`src/rtl/maxnet_core_if.sv`:
```
// Host-side bundle for maxnet_core: start/ready handshake, parallel activation load and
// result reporting.
//   master: drives start, in_data (and eps_in when MAXNET_PROGEPS_EN is defined)
//   slave : drives ready, busy, done, winner_idx, winner_val, iter_count, timeout, tie
// MAXNET_PROGEPS_EN adds eps_in, a run-time epsilon latched at the accepted start.
interface maxnet_core_if #(
  parameter int unsigned N      = 4,
  parameter int unsigned DATA_W = 8,
  parameter int unsigned FRAC_W = 8,
  parameter int unsigned ITER_W = 5,
  parameter int unsigned IDX_W  = (N > 1) ? $clog2(N) : 1
);
  logic                  start;
  logic [N*DATA_W-1:0]   in_data;
`ifdef MAXNET_PROGEPS_EN
  logic [FRAC_W:0]       eps_in;
`endif
  logic                  ready;
  logic                  busy;
  logic                  done;
  logic [IDX_W-1:0]      winner_idx;
  logic [DATA_W-1:0]     winner_val;
  logic [ITER_W-1:0]     iter_count;
  logic                  timeout;
  logic                  tie;

  modport master (
    output start, in_data,
`ifdef MAXNET_PROGEPS_EN
    output eps_in,
`endif
    input  ready, busy, done, winner_idx, winner_val, iter_count, timeout, tie
  );

  modport slave (
    input  start, in_data,
`ifdef MAXNET_PROGEPS_EN
    input  eps_in,
`endif
    output ready, busy, done, winner_idx, winner_val, iter_count, timeout, tie
  );
endinterface

```
`src/rtl/maxnet_core.sv`:
```
// Parametrised Maxnet winner-take-all engine. Loads N unsigned activations on an accepted
// start, then alternates CHECK/UPDATE: each UPDATE subtracts eps * (sum of the other
// channels) from every channel at once, clamping at zero, until at most one channel is
// nonzero or MAX_ITER updates have been made. Results are registered on entry to DONE.
// Ports:
//   clk - rising-edge clock
//   rst - asynchronous active-low reset
//   bus - maxnet_core_if slave (start/in_data in; ready/busy/done and results out)
// Optional: MAXNET_PROGEPS_EN takes epsilon from bus.eps_in (latched at start) instead
// of the EPS parameter.
module maxnet_core #(
  parameter int unsigned N        = 4,
  parameter int unsigned DATA_W   = 8,
  parameter int unsigned FRAC_W   = 8,
  parameter int unsigned EPS      = 32,
  parameter int unsigned MAX_ITER = 16,
  parameter int unsigned ITER_W   = 5
) (
  input logic         clk,
  input logic         rst,
  maxnet_core_if.slave bus
);
  localparam int unsigned IDX_W  = (N > 1) ? $clog2(N) : 1;
  localparam int unsigned SUM_W  = DATA_W + $clog2(N);
  localparam int unsigned PROD_W = SUM_W + FRAC_W + 1;
  localparam int unsigned CNT_W  = $clog2(N + 1);
  localparam logic [FRAC_W:0] EPS_C = (FRAC_W + 1)'(EPS);

  typedef enum logic [1:0] {StIdle, StCheck, StUpdate, StDone} state_e;

  state_e              state_q, state_d;
  logic [DATA_W-1:0]   a_q [N];
  logic [DATA_W-1:0]   a_d [N];
  logic [N-1:0]        prevmask_q, prevmask_d;
  logic [ITER_W-1:0]   iter_q, iter_d;
  logic [IDX_W-1:0]    widx_q, widx_d;
  logic [DATA_W-1:0]   wval_q, wval_d;
  logic                timeout_q, timeout_d;
  logic                tie_q, tie_d;
  logic [FRAC_W:0]     eps_cur;

`ifdef MAXNET_PROGEPS_EN
  logic [FRAC_W:0]     eps_q, eps_d;
  assign eps_cur = eps_q;
`else
  assign eps_cur = EPS_C;
`endif

  // Datapath: sum, per-channel inhibition and clamped update, all from the a_q snapshot.
  logic [SUM_W-1:0]    sum;
  logic [SUM_W-1:0]    diff  [N];
  logic [PROD_W-1:0]   prod  [N];
  logic [SUM_W:0]      inh   [N];
  logic [DATA_W-1:0]   a_upd [N];
  logic [N-1:0]        nz, in_nz;
  logic [CNT_W-1:0]    cnt;
  logic [IDX_W-1:0]    low_nz, low_prev;

  always_comb begin
    sum = '0;
    for (int i = 0; i < N; i++) sum = sum + SUM_W'(a_q[i]);
  end

  always_comb begin
    for (int i = 0; i < N; i++) begin
      diff[i]  = sum - SUM_W'(a_q[i]);
      prod[i]  = PROD_W'(eps_cur) * PROD_W'(diff[i]);
      inh[i]   = prod[i][PROD_W-1:FRAC_W];
      a_upd[i] = ((SUM_W + 1)'(a_q[i]) > inh[i]) ? a_q[i] - inh[i][DATA_W-1:0] : '0;
      nz[i]    = |a_q[i];
      in_nz[i] = |bus.in_data[i*DATA_W +: DATA_W];
    end
  end

  // Population count and lowest-index priority picks (scan downward so lowest wins).
  always_comb begin
    cnt      = '0;
    low_nz   = '0;
    low_prev = '0;
    for (int i = 0; i < N; i++) cnt = cnt + CNT_W'(nz[i]);
    for (int i = N - 1; i >= 0; i--) begin
      if (nz[i])         low_nz   = IDX_W'(i);
      if (prevmask_q[i]) low_prev = IDX_W'(i);
    end
  end

  always_comb begin
    state_d    = state_q;
    a_d        = a_q;
    prevmask_d = prevmask_q;
    iter_d     = iter_q;
    widx_d     = widx_q;
    wval_d     = wval_q;
    timeout_d  = timeout_q;
    tie_d      = tie_q;
`ifdef MAXNET_PROGEPS_EN
    eps_d      = eps_q;
`endif
    unique case (state_q)
      StIdle: begin
        if (bus.start) begin
          for (int i = 0; i < N; i++) a_d[i] = bus.in_data[i*DATA_W +: DATA_W];
          prevmask_d = in_nz;
          iter_d     = '0;
          widx_d     = '0;
          wval_d     = '0;
          timeout_d  = 1'b0;
          tie_d      = 1'b0;
`ifdef MAXNET_PROGEPS_EN
          eps_d      = bus.eps_in;
`endif
          state_d    = StCheck;
        end
      end
      StCheck: begin
        if (cnt == CNT_W'(1)) begin
          widx_d  = low_nz;
          wval_d  = a_q[low_nz];
          state_d = StDone;
        end else if (cnt == '0) begin
          // Everyone died in the last update: credit the lowest survivor before it.
          tie_d   = 1'b1;
          widx_d  = low_prev;
          wval_d  = '0;
          state_d = StDone;
        end else if (iter_q == ITER_W'(MAX_ITER)) begin
          timeout_d = 1'b1;
          widx_d    = low_nz;
          wval_d    = a_q[low_nz];
          state_d   = StDone;
        end else begin
          state_d = StUpdate;
        end
      end
      StUpdate: begin
        a_d        = a_upd;
        prevmask_d = nz;
        iter_d     = iter_q + ITER_W'(1);
        state_d    = StCheck;
      end
      StDone: state_d = StIdle;
      default: state_d = StIdle;
    endcase
  end

  always_ff @(posedge clk or negedge rst) begin
    if (!rst) begin
      state_q    <= StIdle;
      a_q        <= '{default: '0};
      prevmask_q <= '0;
      iter_q     <= '0;
      widx_q     <= '0;
      wval_q     <= '0;
      timeout_q  <= 1'b0;
      tie_q      <= 1'b0;
`ifdef MAXNET_PROGEPS_EN
      eps_q      <= EPS_C;
`endif
    end else begin
      state_q    <= state_d;
      a_q        <= a_d;
      prevmask_q <= prevmask_d;
      iter_q     <= iter_d;
      widx_q     <= widx_d;
      wval_q     <= wval_d;
      timeout_q  <= timeout_d;
      tie_q      <= tie_d;
`ifdef MAXNET_PROGEPS_EN
      eps_q      <= eps_d;
`endif
    end
  end

  assign bus.ready      = (state_q == StIdle);
  assign bus.busy       = (state_q != StIdle);
  assign bus.done       = (state_q == StDone);
  assign bus.winner_idx = widx_q;
  assign bus.winner_val = wval_q;
  assign bus.iter_count = iter_q;
  assign bus.timeout    = timeout_q;
  assign bus.tie        = tie_q;
endmodule

```
`src/flat_wrapper.sv`:
```
// flat-port wrapper written by rule: the top's interface ports become plain ports
module maxnet_core_flat 
#(
  parameter int unsigned N        = 4,
  parameter int unsigned DATA_W   = 8,
  parameter int unsigned FRAC_W   = 8,
  parameter int unsigned EPS      = 32,
  parameter int unsigned MAX_ITER = 16,
  parameter int unsigned ITER_W   = 5
)
  (clk, rst, bus_start, bus_in_data, bus_ready, bus_busy, bus_done, bus_winner_idx, bus_winner_val, bus_iter_count, bus_timeout, bus_tie);
  maxnet_core_if #(.N(N), .DATA_W(DATA_W), .FRAC_W(FRAC_W), .ITER_W(ITER_W)) bus_i ();
  input logic clk;
  input logic rst;
  input wire logic [$bits(bus_i.start)-1:0] bus_start;
  input wire logic [$bits(bus_i.in_data)-1:0] bus_in_data;
  output wire logic [$bits(bus_i.ready)-1:0] bus_ready;
  output wire logic [$bits(bus_i.busy)-1:0] bus_busy;
  output wire logic [$bits(bus_i.done)-1:0] bus_done;
  output wire logic [$bits(bus_i.winner_idx)-1:0] bus_winner_idx;
  output wire logic [$bits(bus_i.winner_val)-1:0] bus_winner_val;
  output wire logic [$bits(bus_i.iter_count)-1:0] bus_iter_count;
  output wire logic [$bits(bus_i.timeout)-1:0] bus_timeout;
  output wire logic [$bits(bus_i.tie)-1:0] bus_tie;
  assign bus_i.start = bus_start;
  assign bus_i.in_data = bus_in_data;
  assign bus_ready = bus_i.ready;
  assign bus_busy = bus_i.busy;
  assign bus_done = bus_i.done;
  assign bus_winner_idx = bus_i.winner_idx;
  assign bus_winner_val = bus_i.winner_val;
  assign bus_iter_count = bus_i.iter_count;
  assign bus_timeout = bus_i.timeout;
  assign bus_tie = bus_i.tie;
  maxnet_core #(.N(N), .DATA_W(DATA_W), .FRAC_W(FRAC_W), .EPS(EPS), .MAX_ITER(MAX_ITER), .ITER_W(ITER_W)) u_core (.clk(clk), .rst(rst), .bus(bus_i));
endmodule
```
`config.mk`:
```
export PLATFORM = sky130hd
export DESIGN_NAME = maxnet_core_flat
export DESIGN_NICKNAME = d
export VERILOG_FILES = /design/src/rtl/maxnet_core_if.sv /design/src/rtl/maxnet_core.sv /design/src/flat_wrapper.sv
export SDC_FILE = /design/constraint.sdc
export NUM_CORES = 1
export LEC_CHECK = 0
export ABC_AREA = 1
export CORE_ASPECT_RATIO = 0.7
export CORE_MARGIN = 2
export CORE_UTILIZATION = 35
export DETAILED_ROUTE_END_ITERATION = 12
export DONT_BUFFER_PORTS = 1
export PLACE_DENSITY = 0.46
export SYNTH_ARGS = -nofsm -noshare
export SYNTH_HDL_FRONTEND = slang
export SYNTH_SLANG_ARGS = --single-unit
```
`constraint.sdc`:
```
create_clock -name clk -period 6.7 [get_ports clk]
set_input_delay 1.34 -clock clk [delete_from_list [all_inputs] [get_ports clk]]
set_output_delay 1.34 -clock clk [all_outputs]
set_load 0.05 [all_outputs]
```
==> qor.yml, run 1 <==
timing.rr.start: "u_core.a_q[17]"
crit_type: "flop to flop"
cts-root-buf: "clkbuf_16"
post-dp-hpwl_um: 16700
hold_path_end: "u_core.prevmask_q[1]"
post_cts_buffers: 0
grt_max_degree: 56
fin_skew_ns: 0.00603
first_pass_iters: 4
r2r_end: "u_core.a_q[25]"
max_slew_margin_pct: 50.4
max_freq_ghz: 0.168
min-delay-start: "u_core.prevmask_q[1]"
critPathBufInv: 5
port_buffers: 0
synthArstFlopShare_pct: 100
critPathLaunchType: "flop"
ys_seq_elements: 55
synth_cell_type_count: 44
synth_most_common_cell: "nand2_1"
final_cells: 1210
io_pins: 55
setup_tns_ns: 0
clk_pin_slew_ns: 0.08
fin_util_pct: 37.4
synthesis.nets: 1106
cts_hold_buffers: 0
syn_area_per_cell_um2: 6.81
ys_top_cells_by_area: "dfrtp_1 (21%), ha_1 (15%), nand2_1 (13%)"
crit_required_ns: 6.93
dp_slack_ns: 0.800
core_area_mm2: 0.0188
drtIter0Drc: 459
start_util_pct: 35.4
ys.flop_type: "dfrtp_1"
h-tree-depth: 2
drc: 0
wl_per_cell_um: 17.3
period_share_pct: 89.0
cpMostUsedCell: "nand2_1"
fin_crit_ns: 5.97
numCtsBuffers: 5
synth_warnings: 0
antennaDiodeCount: 0
vias: 6138
ctsResizeCount: 0
netlist_area_mm2: 0.00664
synth_edf_count: 0
yosysSeqAreaShare_pct: 20.7
crit_fanout: 6
hold_path.class: "flop to flop"
r2r_setup_slack_ns: 0.73
cp-end-kind: "flop"
vias_per_cell: 5.07
overflow: 0
routabilityCongestion: 0.889
nNetsFinal: 1099
placementRows: 42
status: "completed"
die_x_um: 169
critPathSlowestCell: "fa_1"
arrival_ns: 6.19
rsz0062_at_grt: "false"
hold-path-cell-count: 2
syn_inst: 975
first_global_vias: 6005
place_inst: 1203
synth_top_cell_area_share_pct: 20.7
synth_common_cells: "nand2_1 (232), inv_1 (137), nor2_1 (93)"
wirelength_um: 20900
area_delta_synth_final_pct: 5.73
die_h_um: 119
final.setup.worst_slack_ns: 0.734
grt_usage_pct: 21.6
drv_slew: 0
dieArea_mm2: 0.0201
drv_cap: 0
final-hold-violation-count: 0
ant_nets: 0
tightest_slew_ns: 0.742
drive_gt1_share_pct: 3.93
fillers: 2028
cts_buffer_depth: 2
setup_viol: 0
antenna_found_initial: 0
slowest_delay_ns: 0.50
cts_tree: "built"
clock_latency_ns: 0.30
reg2reg_depth: 28
critPathTopFamily: "adder cells"
synth_top_area_cell: "dfrtp_1"
cts_sinks: 55
grt_pass1_wl_um: 33500
worst register-to-register path, delay by kind of cell (launching register included):
| kind | cells | cell delay (ns) |
|---|---|---|
| fa+ha+maj | 5 | 2.07 |
| simple gates | 10 | 1.15 |
| compound gates | 5 | 1.10 |
| buf+inv | 5 | 0.67 |
| flops | 1 | 0.48 |
| xor+xnor | 3 | 0.44 |
worst max-delay path by stage:
stage | startpoint | end | slack, ns | cells after the start
after global routing | u_core.a_q[17] | u_core.a_q[12] | 0.06 | 30
final | u_core.a_q[17] | u_core.a_q[25] | 0.73 | 28
after CTS | u_core.a_q[17] | u_core.a_q[12] | 0.76 | 30
after global placement | u_core.a_q[17] | u_core.a_q[26] | 0.83 | 30
after floorplan | u_core.a_q[16] | u_core.a_q[29] | 1.65 | 28
after detailed placement | u_core.a_q[17] | u_core.a_q[12] | 0.80 | 30
kinds of logic (layout without fill, tap and decap cells):
family / count (synthesis) / after routing / synth area share (%)
AOI/OAI and AO/OA: 164 / 164 / 13.8
buffers and inverters: 161 / 154 / 9.74
DFF: 55 / 55 / 20.7
muxes: 2 / 2 / 0.302
adders and majority gates: 96 / 96 / 19.8
and+or+nand+nor: 456 / 456 / 30.2
xor gates and xnor gates: 41 / 41 / 5.41
area by class of cell:
class / count / area (µm²) / area share, %
clock buffers: 5 / 125 / 1.78
clock inverters: 2 / 37.5 / 0.535
inverters: 145 / 547 / 7.79
multi-input cells: 759 / 4620 / 65.8
flip-flops and latches: 55 / 1380 / 19.6
well taps: 242 / 303 / 4.31
repair buffers: 2 / 15.0 / 0.214
through the flow:
step	area (µm²)	hold WS (ns)
after floorplan	6640	0.518
after global placement	6860	0.560
after detailed placement	6860	0.562
after CTS	7020	0.580
after global routing	7020	0.617
final	7020	0.585
layout by cell type (no fill, tap or decap), types with 23 or more instances in the layout:
| cell | count |
|---|---|
| nand2_1 | 232 |
| a21oi_1 | 84 |
| dfrtp_1 | 55 |
| o21ai_0 | 39 |
| xor2_1 | 23 |
| nand3_1 | 68 |
| inv_1 | 137 |
| ha_1 | 81 |
| nor2_1 | 93 |
registers in the layout (all words and copies together), names as in the netlist:
signal and count:
u_core.bus.winner_idx 2, u_core.bus.timeout 1, u_core.state_q 2, u_core.prevmask_q 4
u_core.bus.iter_count 5, u_core.bus.tie 1, u_core.a_q 32, u_core.bus.winner_val 8
metal layers:
metal  track usage, %  up-vias  part of all wire, %
met3             3.89       16                  4.6
met4             3.61        0                  1.4
met2             32.0      123                   42
met1             33.0     2819                   53
li1                 -     3180                    -
met5                0        -                    0
Power of run 1 is not shown: default switching activity piles up to over one toggle a cycle in this logic, so the estimate is an artifact.
==> run 2, diff against run 1 <==
--- a/config.mk
+++ b/config.mk
@@ -5,13 +5,12 @@
 export SDC_FILE = /design/constraint.sdc
 export NUM_CORES = 1
 export LEC_CHECK = 0
-export ABC_AREA = 1
 export CORE_ASPECT_RATIO = 0.7
 export CORE_MARGIN = 2
 export CORE_UTILIZATION = 35
 export DETAILED_ROUTE_END_ITERATION = 12
 export DONT_BUFFER_PORTS = 1
-export PLACE_DENSITY = 0.46
+export PLACE_DENSITY = 0.48
 export SYNTH_ARGS = -nofsm -noshare
 export SYNTH_HDL_FRONTEND = slang
 export SYNTH_SLANG_ARGS = --single-unit
==> constraint.sdc (replaced) <==
create_clock -name clk -period 5.3 [get_ports clk]
set_input_delay 1.06 -clock clk [delete_from_list [all_inputs] [get_ports clk]]
set_output_delay 1.06 -clock clk [all_outputs]
set_load 0.05 [all_outputs]
==> qor.yml, run 2 <==
cpMostUsedCell: "buf_4"
drc: 0
synth_top_cell_area_share_pct: 22.9
timing.rr.start: "u_core.a_q[25]"
port_buffers: 0
setup_tns_ns: -1.83
synthArstFlopShare_pct: 100
nNetsFinal: 990
ant_nets: 0
post-dp-hpwl_um: 17100
ys_seq_elements: 55
wirelength_um: 22400
clock_latency_ns: 0.33
vias_per_cell: 5.60
numCtsBuffers: 5
drtIter0Drc: 449
cts-root-buf: "clkbuf_16"
wl_per_cell_um: 20.6
reg2reg_depth: 31
rsz0062_at_grt: "true"
critPathLaunchType: "flop"
setup.worst_path.end: "u_core.a_q[25]"
status: "finished, violations left"
synth_warnings: 0
antennaDiodeCount: 0
cts_tree: "built"
mostFrequentLayoutCell: "buf_4"
crit_required_ns: 5.52
hold_path.class: "input pin to asynchronous set/reset pin"
final-hold-violation-count: 0
arrival_ns: 5.71
cts_hold_buffers: 0
final_cell_mix: "buf_4 (130), inv_1 (71), ha_1 (60), nand2_1 (56), dfrtp_1 (55)"
first_pass_iters: 5
top_register: "u_core.a_q"
place_inst: 1046
drv_cap: 0
synth_common_cells: "ha_1 (81), inv_1 (76), nand2_1 (58)"
grt_pass1_wl_um: 35300
max_slew_margin_pct: 35.5
syn_area_per_cell_um2: 8.24
area_delta_synth_final_pct: 36.4
die_h_um: 114
synth_top_area_cell: "dfrtp_1"
cts_sinks: 55
r2r_setup_slack_ns: -0.20
synth_edf_count: 0
final_cell_area_mm2: 0.00819
h-tree-depth: 2
die_x_um: 161
synthesis.nets: 860
post_dp_cell_area_mm2: 0.00702
final.setup.worst_slack_ns: -0.196
netlist_area_mm2: 0.00600
start_util_pct: 35.4
antenna_found_initial: 1
drive_gt1_share_pct: 32.0
io_pins: 55
vias: 6105
synth_cell_type_count: 59
core_area_mm2: 0.0170
grt_usage_pct: 25.2
syn_inst: 729
violations: "setup timing"
r2r_end: "u_core.a_q[25]"
critPathSlowestCell: "fa_1"
setup_viol: 19
yosysSeqAreaShare_pct: 22.9
max_freq_ghz: 0.182
slowest_delay_ns: 0.44
cp-end-kind: "flop"
period_share_pct: 104
dieArea_mm2: 0.0182
synth_most_common_cell: "ha_1"
overflow: 0
routabilityCongestion: 0.898
clk_pin_slew_ns: 0.09
crit_type: "flop to flop"
fin_crit_ns: 5.50
fin_skew_ns: 0.0120
ys_top_cells_by_area: "dfrtp_1 (23%), ha_1 (17%), fa_1 (5.0%)"
cts_buffer_depth: 2
largest_reg_flops: 32
final_cells: 1091
tightest_slew_ns: 0.967
dp_slack_ns: -0.366
cp-startpoint: "u_core.a_q[25]"
crit_fanout: 8
grt_max_degree: 56
ys.flop_type: "dfrtp_1"
placementRows: 40
drv_slew: 0
first_global_vias: 6288
==> run 2: repair_timing <==
item	CTS	global route
setup buffers	31	6
resized for setup	91	43
pin swaps	48	36
setup endpoints to repair	32	32
==> run 2: worst min path at each step <==
stage	to	slack (ns)	start	depth (start not counted)
floorplan	u_core.a_q[3]	0.51	u_core.a_q[3]	2
global placement	u_core.prevmask_q[1]	0.58	u_core.prevmask_q[1]	2
detailed placement	u_core.prevmask_q[1]	0.58	u_core.prevmask_q[1]	2
CTS	u_core.bus.iter_count[1]	0.41	rst	0
global route	u_core.a_q[23]	0.41	rst	0
finish	u_core.a_q[11]	0.42	rst	0
==> run 2: cells by family after synthesis <==
kind of cell | synth area share [%]
fa+ha+maj | 21.9
flops | 22.9
simple gates | 19.0
compound gates | 24.3
xor+xnor | 5.71
buf+inv | 6.15
==> run 2: final cells by class <==
cell class,count,area [µm²]
timing repair buffer,141,1120
clock buffer,5,125
sequential,55,1380
multi-input combinational,577,4950
inverter,79,297
fill,1607,8780
clock inverter,3,33.8
tap,231,289
==> run 2: worst max-delay path: cells and delay by family, from the launching register on <==
kind            cells  cell delay [ns]
compound gates     13             1.86
xor+xnor            2             0.31
fa+ha+maj           5             1.42
buf+inv             5             0.71
flops               1             0.42
simple gates        6             0.65
==> run 2: routing by layer <==
metal | GRT usage (%) | part of all wire (%) | vias to the layer above
met2 | 38.0 | 43 | 214
li1 | - | - | 2897
met3 | 4.91 | 7.4 | 33
met1 | 37.1 | 48 | 2959
met5 | 0 | 0.058 | -
met4 | 6.19 | 1.8 | 2
==> run 2: stage by stage <==
step / utilization (%) / hold WS [ns]
after floorplan: - / 0.507
after global placement: 41.4 / 0.580
after detailed placement: 41.4 / 0.585
after CTS: 46.6 / 0.410
after global routing: 48.3 / 0.406
final: 48.3 / 0.418
Power of run 2 is left out for the same reason.
==> variant 1, RTL diff (config.mk and constraints of run 1) <==
`N` is set to 4 in 3 places; all go to 2.
--- a/src/rtl/maxnet_core_if.sv
+++ b/src/rtl/maxnet_core_if.sv
@@ -4,7 +4,7 @@
 //   slave : drives ready, busy, done, winner_idx, winner_val, iter_count, timeout, tie
 // MAXNET_PROGEPS_EN adds eps_in, a run-time epsilon latched at the accepted start.
 interface maxnet_core_if #(
-  parameter int unsigned N      = 4,
+  parameter int unsigned N      = 2,
   parameter int unsigned DATA_W = 8,
   parameter int unsigned FRAC_W = 8,
   parameter int unsigned ITER_W = 5,
--- a/src/rtl/maxnet_core.sv
+++ b/src/rtl/maxnet_core.sv
@@ -9,7 +9,7 @@
 // Optional: MAXNET_PROGEPS_EN takes epsilon from bus.eps_in (latched at start) instead
 // of the EPS parameter.
 module maxnet_core #(
-  parameter int unsigned N        = 4,
+  parameter int unsigned N        = 2,
   parameter int unsigned DATA_W   = 8,
   parameter int unsigned FRAC_W   = 8,
   parameter int unsigned EPS      = 32,
--- a/src/flat_wrapper.sv
+++ b/src/flat_wrapper.sv
@@ -1,7 +1,7 @@
 // flat-port wrapper written by rule: the top's interface ports become plain ports
 module maxnet_core_flat 
 #(
-  parameter int unsigned N        = 4,
+  parameter int unsigned N        = 2,
   parameter int unsigned DATA_W   = 8,
   parameter int unsigned FRAC_W   = 8,
   parameter int unsigned EPS      = 32,
Interface: changed (resized bus_in_data and bus_winner_idx); port bits go from 55 to 38. The function was not compared with the original's and may differ.
==> variant 1 against run 1 <==
- cell area is 45% lower
- wire length is 51% lower
- maximum frequency is 42% higher
- die area is 45% lower
- critical path depth is 5 lower
- first-iteration DRC count is 61% lower
- area after synthesis is 46% lower
- sequential cell count is 19 lower
- setup slack better by 1.8 ns
- via count is 46% lower
- critical endpoint is now u_core.a_q[3]
- highest routed layer unchanged
Power is not shown: default switching activity piles up to over one toggle a cycle in this logic, so the estimate is an artifact.
==> variant 1: results (changes against run 1) <==
detailed_routing:
  dr_total_vias: 3284  # was 6138
  top_layer_used: "met4"  # unchanged
  dr.pass1.iters: 4  # unchanged
  dr_wl_met3_um: 759  # was 957 um
  met2_length_um: 3990  # was 8700 um
  wl_met1_um: 5370  # was 11000 um
  wl_um: 10200  # was 20900 um
  drt_iter0_markers: 181  # was 459
placement:
  hpwl_um: 8110  # was 16700 um
  finalWeightedCongestion: 0.826  # was 0.889
  numPortBuffers: 0  # unchanged
  place_area_mm2: 0.00369  # was 0.00686 mm2
  post-place-ws_ns: 2.56  # was 0.800 ns
layout:
  largest_reg_flops: 16  # was 32
  top_register: "u_core.a_q"  # unchanged
  nets: 595  # was 1099
  num_antenna_cells: 0  # unchanged
  final_common_cell: "nand2_1"  # unchanged
  drive_gt1_share_pct: 4.12  # was 3.93%
min_path:
  hold_end: "u_core.prevmask_q[1]"  # unchanged
  hp-class: "register to register"  # unchanged
  hold_path.startpoint: "u_core.prevmask_q[1]"  # unchanged
synthesis:
  synth_flop_cell: "dfrtp_1"  # unchanged
  seq_area_frac_synth_pct: 25.2  # was 20.7%
  ys_top_cells_by_area: "dfrtp_1 (25%), nand2_1 (15%), ha_1 (14%)"  # was dfrtp_1 (21%), ha_1 (15%), nand2_1 (13%)
  async_reset_ff_share_pct: 100  # unchanged
  yosys_warnings: 0  # unchanged
  synthTopCellsByCount: "nand2_1 (140), inv_1 (88), nor2_1 (48), o21ai_0 (46), ha_1 (39)"  # was nand2_1 (232), inv_1 (137), nor2_1 (93), a21oi_1 (84), ha_1 (81)
  synth_cell_types: 32  # was 44
global_routing:
  grt_pass1_vias: 3139  # was 6005
  grt_usage_pct: 19.3  # was 21.6%
  antenna_found_initial: 0  # unchanged
  met2_usage_pct: 27.1  # was 32.0%
  grt_use_met1_pct: 29.0  # was 33.0%
  grt_max_degree: 37  # was 56
  grt_use_met3_pct: 5.26  # was 3.89%
  grt_pass1_wl_um: 16600  # was 33500 um
clock_tree:
  clockRootBuffer: "clkbuf_16"  # unchanged
  h-tree-depth: 2  # unchanged
  cts_resized: 0  # unchanged
  cts_setup_buffers: 0  # unchanged
  clk_pin_slew_ns: 0.06  # was 0.08 ns
  max-clock-path-buffers: 2  # unchanged
  worst_skew_pair.late_latency_ns: 0.28  # was 0.30 ns
sta:
  fin_skew_ns: 0.00359  # was 0.00603 ns
  hold_ws_ns: 0.515  # was 0.585 ns
  maxSlewHeadroom_pct: 34.8  # was 50.4%
setup_path:
  cp_max_fo: 6  # unchanged
  regToRegSetupSlack_ns: 2.50  # was 0.73 ns
  arrival_ns: 4.41  # was 6.19 ns
  startpoint: "u_core.a_q[1]"  # was u_core.a_q[17]
  crit-reg2reg-capture: "u_core.a_q[3]"  # was u_core.a_q[25]
  r2r_cells: 23  # was 28
outcome:
  status: "finished clean"  # unchanged
[variant 1: worst max-delay path by stage]
stage	endpoint	slack [ns]	cells after the start
6_report	u_core.a_q[3]	2.50	23
5_1_grt	u_core.a_q[7]	2.07	23
4_1_cts	u_core.a_q[0]	2.54	23
3_5_place_dp	u_core.a_q[0]	2.56	23
3_3_place_gp	u_core.a_q[0]	2.54	23
2_1_floorplan	u_core.a_q[0]	3.15	23
[variant 1: cells by family after synthesis]
kind of cell	count (synthesis)	synth area share, %
and+or+nand+nor	246	29.1
adders and majority gates	42	15.3
DFF	36	25.2
AOI/OAI and AO/OA	91	14.4
xor gates and xnor gates	20	4.90
buffers and inverters	100	11.0
[variant 1: worst max-delay path: stages (launching register included)]
cell,delay (ns)
dfrtp_1,0.47
inv_1,0.16
fa_1,0.52
o21ai_0,0.36
nand2_1,0.10
nand2_1,0.09
xnor2_1,0.11
inv_1,0.08
ha_1,0.37
nand2_1,0.10
nor2_1,0.04
a211oi_1,0.30
nand2_1,0.09
nand2_1,0.06
nand2_1,0.06
ha_1,0.35
nand2_1,0.09
nor2_1,0.15
nand3_1,0.09
nand2_1,0.09
nand2_1,0.08
nor2_4,0.14
nand2_1,0.08
a21oi_1,0.13
[variant 1: final cells by class]
| type | instances | area [um2] |
|---|---|---|
| Inverter | 92 | 345 |
| Sequential cell | 36 | 901 |
| Clock buffer | 7 | 153 |
| Multi-Input combinational cell | 399 | 2280 |
| Fill cell | 1040 | 5990 |
| Tap cell | 128 | 160 |
[variant 1: stage by stage]
step                      utilization [%]  instances
after floorplan                         -        535
after global placement               37.5        655
after global routing                 39.1        662
final                                39.1        662
after detailed placement             37.5        655
after CTS                            39.1        662
==> variant 2, RTL diff (settings of run 1) <==
Made on the original files. Reset style: synchronous (`rst`), changed in one clocked block. Comments in the files are not updated.
--- a/src/rtl/maxnet_core.sv
+++ b/src/rtl/maxnet_core.sv
@@ -143,7 +143,7 @@
     endcase
   end
 
-  always_ff @(posedge clk or negedge rst) begin
+  always_ff @(posedge clk) begin
     if (!rst) begin
       state_q    <= StIdle;
       a_q        <= '{default: '0};
Behaviour: differs if rst is asserted again (counterexample within 4 cycles, from zero or initial values and one cycle with rst low); with rst held inactive, the same outputs for 4 cycles.
==> variant 2 against run 1 <==
- wire length fell by 1.1%
- cell area decreased by 3.1%
- sequential cell count unchanged
- global-route usage is 0.28 points lower
- critical endpoint is now u_core.a_q[30]
- synthesized cell count decreased by 0.51%
- setup slack got worse by 0.21 ns
- area after synthesis down 3.0%
- highest routed layer unchanged
Power is left out: the tool's default activity adds up to more than one toggle a clock period on the data nets, which glitch-free logic cannot reach.
==> variant 2: results (changes against run 1) <==
detailed_routing:
  drt_iter0_markers: 378  # was 459
  dr_wl_met3_um: 746  # was 957 um
  wl_um: 20700  # was 20900 um
  wl_met1_um: 11100  # was 11000 um
  dr.pass1.iters: 5  # was 4
  viasPerCell: 5.14  # was 5.07
  met2_length_um: 8570  # was 8700 um
layout:
  drive_gt1_share_pct: 4.90  # was 3.93%
  clock_cell_area_share_pct: 2.28  # was 2.32%
  instances_no_fill: 1196  # was 1210
  seq_share_pct: 16.2  # was 19.6%
  buffers: 3  # was 2
  n_clock_buffer: 6  # was 5
  multi_input_area_share_pct: 68.1  # was 65.8%
  nonClkBufAreaFrac_pct: 0.331  # was 0.214%
  fillers: 1975  # was 2028
  num-multi-input-gates: 736  # was 759
  inverters_excl_clock: 158  # was 145
  seq_cells: 55  # unchanged
global_routing:
  grt_use_met1_pct: 32.2  # was 33.0%
  grt_max_degree: 53  # was 56
  met2_usage_pct: 32.4  # was 32.0%
  grt_use_met3_pct: 3.09  # was 3.89%
  grt_pass1_wl_um: 33100  # was 33500 um
  grt_usage_pct: 21.3  # was 21.6%
  grt_pass1_vias: 5924  # was 6005
synthesis:
  syn-num-nets: 1101  # was 1106
  synthTopCellsByCount: "nand2_1 (171), inv_1 (149), a21oi_1 (111), o21ai_0 (94), ha_1 (81)"  # was nand2_1 (232), inv_1 (137), nor2_1 (93), a21oi_1 (84), ha_1 (81)
  synth_cells: 970  # was 975
  seq_area_frac_synth_pct: 17.1  # was 20.7%
  async_reset_ff_share_pct: 0  # was 100%
  ys_top_cells_by_area: "dfxtp_1 (17%), ha_1 (16%), nand2_1 (10%)"  # was dfrtp_1 (21%), ha_1 (15%), nand2_1 (13%)
  synth_cell_types: 47  # was 44
setup_path:
  arrival_ns: 6.41  # was 6.19 ns
  slowest_stage: "dfxtp_1"  # was fa_1
  cp_max_fo: 8  # was 6
  max_stage_delay_ns: 0.51
placement:
  finalWeightedCongestion: 0.814  # was 0.889
  placed_cells: 1188  # was 1203
  hpwl_um: 16300  # was 16700 um
  numPortBuffers: 0  # unchanged
sta:
  fin_skew_ns: 0.00750  # was 0.00603 ns
  worst_pin_slew_ns: 1.00  # was 0.742 ns
  finalSetupViolations: 0  # unchanged
outcome:
  status: "finished clean"  # unchanged
clock_tree:
  cts_resized: 0  # unchanged
[variant 2: cell count changes in the layout (fill, tap and decap cells not counted), moves of 27 or more]
cell / before / now
a21oi_1: 84 / 111
o21ai_0: 39 / 94
dfxtp_1: 0 / 55
nand2_1: 232 / 171
nor2_1: 93 / 53
dfrtp_1: 55 / 0
[variant 2: per-stage QoR]
step,area (um2),util (%),setup slack (ns),hold slack (ns)
floorplan,6440,-,1.53,0.539
global placement,6640,36.9,0.713,0.581
detailed placement,6640,36.9,0.598,0.579
CTS,6800,37.8,0.577,0.604
global route,6800,37.8,0.0921,0.642
finish,6800,37.8,0.528,0.608
[variant 2: worst paths after layout]
| kind | from | end | slack (ns) | cells after the start |
|---|---|---|---|---|
| worst min register to register | u_core.prevmask_q[2] | u_core.prevmask_q[2] | 0.61 | 3 |
| worst max-delay path | u_core.a_q[17] | u_core.a_q[30] | 0.53 | 25 |
| worst min-delay path | u_core.prevmask_q[2] | u_core.prevmask_q[2] | 0.61 | 3 |
| worst max register to register | u_core.a_q[17] | u_core.a_q[30] | 0.53 | 25 |
[variant 2: critical path: cells and delay by family, from the launching register on]
family / cells / cell delay [ns]
fa+ha+maj: 5 / 2.02
buf+inv: 4 / 0.49
simple gates: 2 / 0.21
xor+xnor: 3 / 0.42
compound gates: 11 / 2.44
flops: 1 / 0.51
[variant 2: kinds of logic after synthesis]
| family | Yosys count | synth area share [%] |
|---|---|---|
| xor+xnor | 43 | 5.85 |
| compound gates | 242 | 20.2 |
| simple gates | 355 | 25.4 |
| fa+ha+maj | 96 | 20.4 |
| buf+inv | 179 | 11.0 |
| flops | 55 | 17.1 |
